$ cat config.mk
export PLATFORM = sky130hd
export DESIGN_NAME = activate_loader_flat
export DESIGN_NICKNAME = d
export VERILOG_FILES = /design/src/rtl/act_pkg.sv /design/src/rtl/activate_loader_if.sv /design/src/rtl/act_pingpong_buf.sv /design/src/rtl/activate_loader.sv /design/src/flat_wrapper.sv
export SDC_FILE = /design/constraint.sdc
export NUM_CORES = 1
export LEC_CHECK = 0
export BUFFER_PORTS_ARGS = -buffer_cell sky130_fd_sc_hd__buf_2
export CORE_MARGIN = 4
export CORE_UTILIZATION = 35
export CTS_CLUSTER_DIAMETER = 120
export DETAILED_ROUTE_END_ITERATION = 16
export SLEW_MARGIN = 10
export SYNTH_ARGS = -nofsm -noshare
export SYNTH_HDL_FRONTEND = slang
export SYNTH_HIERARCHICAL = 1
export SYNTH_SLANG_ARGS = --single-unit
export TNS_END_PERCENT = 5
$ cat constraint.sdc
create_clock -name clk -period 3.3 [get_ports clk]
set_clock_uncertainty 0.2 [all_clocks]
set_input_delay 0.495 -clock clk [delete_from_list [all_inputs] [get_ports clk]]
set_output_delay 0.495 -clock clk [all_outputs]
set_load 0.01 [all_outputs]
$ cat src/rtl/act_pkg.sv
// Shared definitions for the activation loader: FSM encoding and default sizing.
package act_pkg;

    typedef enum logic [1:0] {
        ST_IDLE  = 2'd0,
        ST_ISSUE = 2'd1,
        ST_DRAIN = 2'd2,
        ST_DONE  = 2'd3
    } act_state_t;

    localparam int ACT_DATA_W   = 8;
    localparam int ACT_ADDR_W   = 16;
    localparam int ACT_TILE_LEN = 9;
    localparam int ACT_IDX_W    = 4;
    localparam int ACT_RD_LAT   = 2;

endpackage

$ cat src/rtl/activate_loader_if.sv
// Controller / BRAM / core facing signals of the activation loader.
// ACT_LOADER_ZERO_PAD_EN adds the pad_mask input.
interface activate_loader_if
    import act_pkg::*;
#(
    parameter int DATA_W   = ACT_DATA_W,
    parameter int ADDR_W   = ACT_ADDR_W,
    parameter int TILE_LEN = ACT_TILE_LEN,
    parameter int IDX_W    = ACT_IDX_W
);
    logic              start_load;
    logic              start_core;
    logic [ADDR_W-1:0] base_addr;
`ifdef ACT_LOADER_ZERO_PAD_EN
    logic [TILE_LEN-1:0] pad_mask;
`endif
    logic              mem_rd_en;
    logic [ADDR_W-1:0] mem_addr;
    logic [DATA_W-1:0] mem_rd_data;
    logic [IDX_W-1:0]  act_rd_idx;
    logic [DATA_W-1:0] act_rd_data;
    logic              activate_ready;
    logic              busy;
    logic              load_drop;

    modport slave (
`ifdef ACT_LOADER_ZERO_PAD_EN
        input  pad_mask,
`endif
        input  start_load, start_core, base_addr, mem_rd_data, act_rd_idx,
        output mem_rd_en, mem_addr, act_rd_data, activate_ready, busy, load_drop
    );

    modport master (
`ifdef ACT_LOADER_ZERO_PAD_EN
        output pad_mask,
`endif
        output start_load, start_core, base_addr, mem_rd_data, act_rd_idx,
        input  mem_rd_en, mem_addr, act_rd_data, activate_ready, busy, load_drop
    );
endinterface

$ cat src/rtl/act_pingpong_buf.sv
// Two-bank tile buffer: one synchronous write port, one combinational read port.
module act_pingpong_buf
    import act_pkg::*;
#(
    parameter int DATA_W   = ACT_DATA_W,
    parameter int TILE_LEN = ACT_TILE_LEN,
    parameter int IDX_W    = ACT_IDX_W
) (
    input  logic              clk,
    input  logic              we,
    input  logic              wr_bank,
    input  logic [IDX_W-1:0]  wr_idx,
    input  logic [DATA_W-1:0] wr_data,
    input  logic              rd_bank,
    input  logic [IDX_W-1:0]  rd_idx,
    output logic [DATA_W-1:0] rd_data
);
    localparam logic [IDX_W-1:0] LAST_IDX = IDX_W'(TILE_LEN - 1);

    logic [DATA_W-1:0] mem [2][TILE_LEN];

    always_ff @(posedge clk) begin
        if (we && wr_idx <= LAST_IDX) begin
            mem[wr_bank][wr_idx] <= wr_data;
        end
    end

    // Indices past the tile read as zero rather than X.
    assign rd_data = (rd_idx <= LAST_IDX) ? mem[rd_bank][rd_idx] : '0;
endmodule

$ cat src/rtl/activate_loader.sv
// Fetches one activation tile from BRAM into a ping-pong buffer per start_load.
// ACT_LOADER_ZERO_PAD_EN: pad_mask slots skip the BRAM read and store zero.
//
// state    | meaning
// ST_IDLE  | waiting for start_load
// ST_ISSUE | one BRAM read slot per cycle, TILE_LEN slots
// ST_DRAIN | waiting for the last read return to be written
// ST_DONE  | one-cycle activate_ready, write bank becomes the full bank
module activate_loader
    import act_pkg::*;
#(
    parameter int DATA_W   = ACT_DATA_W,
    parameter int ADDR_W   = ACT_ADDR_W,
    parameter int TILE_LEN = ACT_TILE_LEN,
    parameter int IDX_W    = ACT_IDX_W,
    parameter int RD_LAT   = ACT_RD_LAT
) (
    input logic         clk,
    input logic         rst,
    activate_loader_if.slave bus
);
    localparam logic [IDX_W-1:0] LAST_IDX = IDX_W'(TILE_LEN - 1);

    act_state_t        state, state_nx;
    logic [ADDR_W-1:0] base_q;
    logic [IDX_W-1:0]  issue_idx;
    logic              wr_bank, full_bank, rd_bank, load_drop_q;
    logic              accept, issue_pad, ret_last;
    logic [RD_LAT-1:0] ret_v, ret_pad;
    logic [IDX_W-1:0]  ret_idx [RD_LAT];

`ifdef ACT_LOADER_ZERO_PAD_EN
    logic [TILE_LEN-1:0] pad_q;
    assign issue_pad = pad_q[issue_idx];
`else
    assign issue_pad = 1'b0;
`endif

    assign accept   = bus.start_load && (state == ST_IDLE || state == ST_DONE);
    assign ret_last = ret_v[RD_LAT-1] && (ret_idx[RD_LAT-1] == LAST_IDX);

    always_ff @(posedge clk) begin
        if (rst) state <= ST_IDLE;
        else     state <= state_nx;
    end

    always_comb begin
        state_nx = state;
        unique case (state)
            ST_IDLE:  if (bus.start_load) state_nx = ST_ISSUE;
            ST_ISSUE: if (issue_idx == LAST_IDX) state_nx = ST_DRAIN;
            ST_DRAIN: if (ret_last) state_nx = ST_DONE;
            ST_DONE:  state_nx = bus.start_load ? ST_ISSUE : ST_IDLE;
        endcase
    end

    always_comb begin
        bus.mem_rd_en      = 1'b0;
        bus.mem_addr       = '0;
        bus.activate_ready = 1'b0;
        bus.busy           = 1'b0;
        unique case (state)
            ST_ISSUE: begin
                bus.mem_rd_en = ~issue_pad;
                bus.mem_addr  = base_q + {{(ADDR_W-IDX_W){1'b0}}, issue_idx};
                bus.busy      = 1'b1;
            end
            ST_DRAIN: bus.busy = 1'b1;
            ST_DONE:  bus.activate_ready = 1'b1;
            default:  ;
        endcase
    end

    always_ff @(posedge clk) begin
        if (rst) begin
            base_q      <= '0;
            issue_idx   <= '0;
            wr_bank     <= 1'b0;
            full_bank   <= 1'b1;
            rd_bank     <= 1'b0;
            load_drop_q <= 1'b0;
            ret_v       <= '0;
        end else begin
            if (accept) begin
                base_q    <= bus.base_addr;
                issue_idx <= '0;
                // In DONE the full bank flips to wr_bank on this same edge.
                wr_bank   <= (state == ST_DONE) ? ~wr_bank : ~full_bank;
            end else if (state == ST_ISSUE) begin
                issue_idx <= issue_idx + 1'b1;
            end
            if (state == ST_DONE) full_bank <= wr_bank;
            if (bus.start_core) rd_bank <= (state == ST_DONE) ? wr_bank : full_bank;
            if (bus.start_load && (state == ST_ISSUE || state == ST_DRAIN)) load_drop_q <= 1'b1;
            ret_v[0] <= (state == ST_ISSUE);
            for (int k = 1; k < RD_LAT; k++) ret_v[k] <= ret_v[k-1];
        end
    end

    always_ff @(posedge clk) begin
`ifdef ACT_LOADER_ZERO_PAD_EN
        if (accept) pad_q <= bus.pad_mask;
`endif
        ret_idx[0] <= issue_idx;
        ret_pad[0] <= issue_pad;
        for (int k = 1; k < RD_LAT; k++) begin
            ret_idx[k] <= ret_idx[k-1];
            ret_pad[k] <= ret_pad[k-1];
        end
    end

    assign bus.load_drop = load_drop_q;

    act_pingpong_buf #(
        .DATA_W   (DATA_W),
        .TILE_LEN (TILE_LEN),
        .IDX_W    (IDX_W)
    ) u_buf (
        .clk     (clk),
        .we      (ret_v[RD_LAT-1]),
        .wr_bank (wr_bank),
        .wr_idx  (ret_idx[RD_LAT-1]),
        .wr_data (ret_pad[RD_LAT-1] ? '0 : bus.mem_rd_data),
        .rd_bank (rd_bank),
        .rd_idx  (bus.act_rd_idx),
        .rd_data (bus.act_rd_data)
    );
endmodule

$ cat src/flat_wrapper.sv
// flat-port wrapper written by rule: the top's interface ports become plain ports
module activate_loader_flat import act_pkg::*;
#(
    parameter int DATA_W   = ACT_DATA_W,
    parameter int ADDR_W   = ACT_ADDR_W,
    parameter int TILE_LEN = ACT_TILE_LEN,
    parameter int IDX_W    = ACT_IDX_W,
    parameter int RD_LAT   = ACT_RD_LAT
)
  (clk, rst, bus_start_load, bus_start_core, bus_base_addr, bus_mem_rd_data, bus_act_rd_idx, bus_mem_rd_en, bus_mem_addr, bus_act_rd_data, bus_activate_ready, bus_busy, bus_load_drop);
  activate_loader_if #(.DATA_W(DATA_W), .ADDR_W(ADDR_W), .TILE_LEN(TILE_LEN), .IDX_W(IDX_W)) bus_i ();
  input logic clk;
  input logic rst;
  input wire logic [$bits(bus_i.start_load)-1:0] bus_start_load;
  input wire logic [$bits(bus_i.start_core)-1:0] bus_start_core;
  input wire logic [$bits(bus_i.base_addr)-1:0] bus_base_addr;
  input wire logic [$bits(bus_i.mem_rd_data)-1:0] bus_mem_rd_data;
  input wire logic [$bits(bus_i.act_rd_idx)-1:0] bus_act_rd_idx;
  output wire logic [$bits(bus_i.mem_rd_en)-1:0] bus_mem_rd_en;
  output wire logic [$bits(bus_i.mem_addr)-1:0] bus_mem_addr;
  output wire logic [$bits(bus_i.act_rd_data)-1:0] bus_act_rd_data;
  output wire logic [$bits(bus_i.activate_ready)-1:0] bus_activate_ready;
  output wire logic [$bits(bus_i.busy)-1:0] bus_busy;
  output wire logic [$bits(bus_i.load_drop)-1:0] bus_load_drop;
  assign bus_i.start_load = bus_start_load;
  assign bus_i.start_core = bus_start_core;
  assign bus_i.base_addr = bus_base_addr;
  assign bus_i.mem_rd_data = bus_mem_rd_data;
  assign bus_i.act_rd_idx = bus_act_rd_idx;
  assign bus_mem_rd_en = bus_i.mem_rd_en;
  assign bus_mem_addr = bus_i.mem_addr;
  assign bus_act_rd_data = bus_i.act_rd_data;
  assign bus_activate_ready = bus_i.activate_ready;
  assign bus_busy = bus_i.busy;
  assign bus_load_drop = bus_i.load_drop;
  activate_loader #(.DATA_W(DATA_W), .ADDR_W(ADDR_W), .TILE_LEN(TILE_LEN), .IDX_W(IDX_W), .RD_LAT(RD_LAT)) u_core (.clk(clk), .rst(rst), .bus(bus_i));
endmodule
==> impl_metrics.tcl <==
set metrics [dict create \
    io-pin-count 60 \
    syn_inst 510 \
    netlist.area_leader.share 0.576 \
    drt-pass1-iter-count 4 \
    utilization 0.416 \
    worstMarginPinSlew_ns 0.918 \
    stdcell_area_mm2 0.00875 \
    reg2reg_to "u_core/u_buf/mem[1][0]" \
    path_cells "ha_4, inv_1, fa_2, nand2b_4, a211o_1, or3_1, a21oi_2, buf_2" \
    insertedDiodeCount 0 \
    synth_edf_count 144 \
    min_path_type "in -> reg" \
    cp_max_fo 5 \
    cts_inserted_buffers 17 \
    cts_hold_buf 0 \
    r2r_slack_ns 0.96 \
    grt_antenna_before_repair 1 \
    ant_nets 0 \
    worst_slack_ns 0.133 \
    nets 621 \
    synth_area_mm2 0.00750 \
    period_needed_ns 3.17 \
    holdPathEnd "u_core/rd_bank" \
    rsz0062_at_grt "no" \
    crit_type "reg -> out" \
    dp_slack_ns 0.343 \
    die_area_mm2 0.0238 \
    crit_slowest_cell "dfxtp_1" \
    synthFlopType "edfxtp_1" \
    worstHoldStart "bus_start_core" \
    num_rows 53 \
    hold_ws_ns 0.0554 \
    synth_common_cells "144 x edfxtp_1, 52 x mux2i_1, 45 x nand2_1" \
    grt_pass1_vias 4425 \
    route.detailed.drc 0 \
    synthArstFlopShare 0 \
    timing.fmax_ghz 0.316 \
    crit_required_ns 2.60 \
    gp_congestion 0.873 \
    clk_latency_ns 0.42 \
    r2r_cells 2 \
    area_growth_pct 16.6 \
    die_x_um 154 \
    avgSynthCellArea_um2 14.7 \
    setup_viol 0 \
    slew_headroom 0.386 \
    slew_violations 0 \
    yosysMostFrequentCell "edfxtp_1" \
    clock-sinks 180 \
    pwr_density_cell_mw_per_mm2 621 \
    h-tree-depth 4 \
    grt_overflow_total 0 \
    max-cap-violations 0 \
    yosysUniqueCellTypes 53 \
    vias_per_cell 5.13 \
    totalWireLength_um 16000 \
    grt_util_all_layers 0.136 \
    timing_hold_violations_final 0 \
    place_hpwl_um 10900 \
    irDropWorstVdd_v 0.000361 \
    min_period_over_period 0.960 \
    grt_max_degree 29 \
    cts_buffer_depth 2 \
    io_buffers 59 \
    initial_core_util 0.357 \
    clk_pin_slew_ns 0.07 \
    synthTopCellsByArea "edfxtp_1 58%, dfxtp_1 9.6%, mux2i_1 6.9%" \
    outcome "complete, no violations" \
    yosysWarnings 6 \
    worstPathArrival_ns 2.47 \
    end_kind "output pin" \
    synth-seq-cells 180 \
    crit_path_start_kind "flip-flop" \
    timing.setup.tns_ns 0 \
    drive_above_1_share 0.224 \
    core_area_mm2 0.0210 \
    rr_startpoint "u_core/ret_idx[0][4]" \
    grt_first_pass_wirelength_um 24900 \
    post_cts_buffers 0 \
    cts_tree "yes" \
    slowest_delay_ns 0.38 \
    wl_per_cell_um 18.5 \
    leakagePower_nw 3.05 \
    root_buffer "clkbuf_16" \
    synth-seq-area-share 0.672 \
    synth_top_cell_by_area "edfxtp_1" \
    dpl_cell_area_mm2 0.00812 \
    hold_depth 2 \
    syn-num-nets 554 \
    via_count 4441 \
    chipHeight_um 154 \
    drtIter0Drc 266 \
]
[cell type report]
cell class	count	area, um2
clock buffer	17	425
clock inverter	15	168
fill	1921	12300
inverter	9	33.8
multi-input combinational	295	2310
sequential	180	5050
tap	275	344
timing repair buffer	74	420
[through the flow]
step | total power [mW] | cells
finish | 5.44 | 865
global route | 5.69 | 865
CTS | 5.48 | 865
detailed placement | 3.48 | 833
global placement | 3.45 | 833
floorplan | 3.21 | 510
[worst max-delay path, delay by kind of cell (launching register included)]
kind | cells | cell delay, ns
AO/OA/AOI/OAI | 2 | 0.43
adder cells (fa/ha/maj) | 2 | 0.51
buffers and inverters | 2 | 0.19
flip-flops | 1 | 0.38
AND/OR/NAND/NOR | 2 | 0.54
[per-layer routing]
| layer | global-route usage | vias to the layer above | routed length [um] |
|---|---|---|---|
| met2 | 0.210 | 130 | 7290 |
| met1 | 0.188 | 2194 | 7460 |
| met4 | 0.0429 | 2 | 299 |
| met5 | 0 | - | 7 |
| met3 | 0.0381 | 19 | 953 |
| li1 | - | 2096 | - |
[cell families after synthesis]
kind of cell / Yosys count / share of synthesized area
AO/OA/AOI/OAI: 80 / 0.0702
XOR/XNOR: 7 / 0.00817
adder cells (fa/ha/maj): 12 / 0.0210
buffers and inverters: 35 / 0.0237
flip-flops: 180 / 0.672
multiplexers: 68 / 0.119
AND/OR/NAND/NOR: 128 / 0.0856
[worst max path at each step]
stage / from / endpoint / slack, ns / depth (start not counted)
CTS: u_core/issue_idx[0] / bus_mem_addr[14] / 0.005 / 8
floorplan: u_core/issue_idx[0] / bus_mem_addr[14] / 0.53 / 7
global placement: u_core/issue_idx[0] / bus_mem_addr[14] / 0.37 / 8
global route: u_core/issue_idx[0] / bus_mem_addr[14] / 0.01 / 8
finish: u_core/base_q[0] / bus_mem_addr[14] / 0.13 / 8
detailed placement: u_core/issue_idx[0] / bus_mem_addr[14] / 0.34 / 8
[registers in the layout, indices dropped and copies added, names as in the netlist]
name / count
u_core/ret_idx: 8
u_core/base_q: 16
u_core/issue_idx: 4
u_core/full_bank: 1
u_core/rd_bank: 1
u_core/u_buf/mem: 144
u_core/ret_v: 2
u_core/bus.load_drop: 1
u_core/state: 2
u_core/wr_bank: 1
[layout by cell type (no fill, tap or decap), types with 3 or more instances in the layout]
cell type / count
nand2_1: 45
nor3_1: 9
inv_1: 9
buf_2: 59
dfxtp_1: 34
o21bai_1: 7
or3_1: 4
xnor2_1: 4
a21oi_1: 27
ha_1: 10
mux4_1: 3
a211oi_1: 5
o21ai_0: 4
buf_4: 14
mux2i_1: 52
xor2_1: 3
nor2b_1: 7
mux4_2: 13
inv_8: 4
o22ai_1: 12
edfxtp_1: 144
o221ai_1: 8
nand3_1: 8
nand3b_1: 3
nor2_1: 28
nand2b_1: 7
clkbuf_16: 17
nand4_1: 4
o21a_1: 3
inv_6: 3
[power breakdown]
part	switching [mW]	internal, mW
clock network	0.913	1.08
registers	0.106	2.54
logic	0.484	0.312
[repair_timing]
action,in CTS,in global routing
setup endpoints to repair,3,4
resized for setup,2,5
endpoints found under the hold margin,0,0
Power figures use the tool's default switching activity.
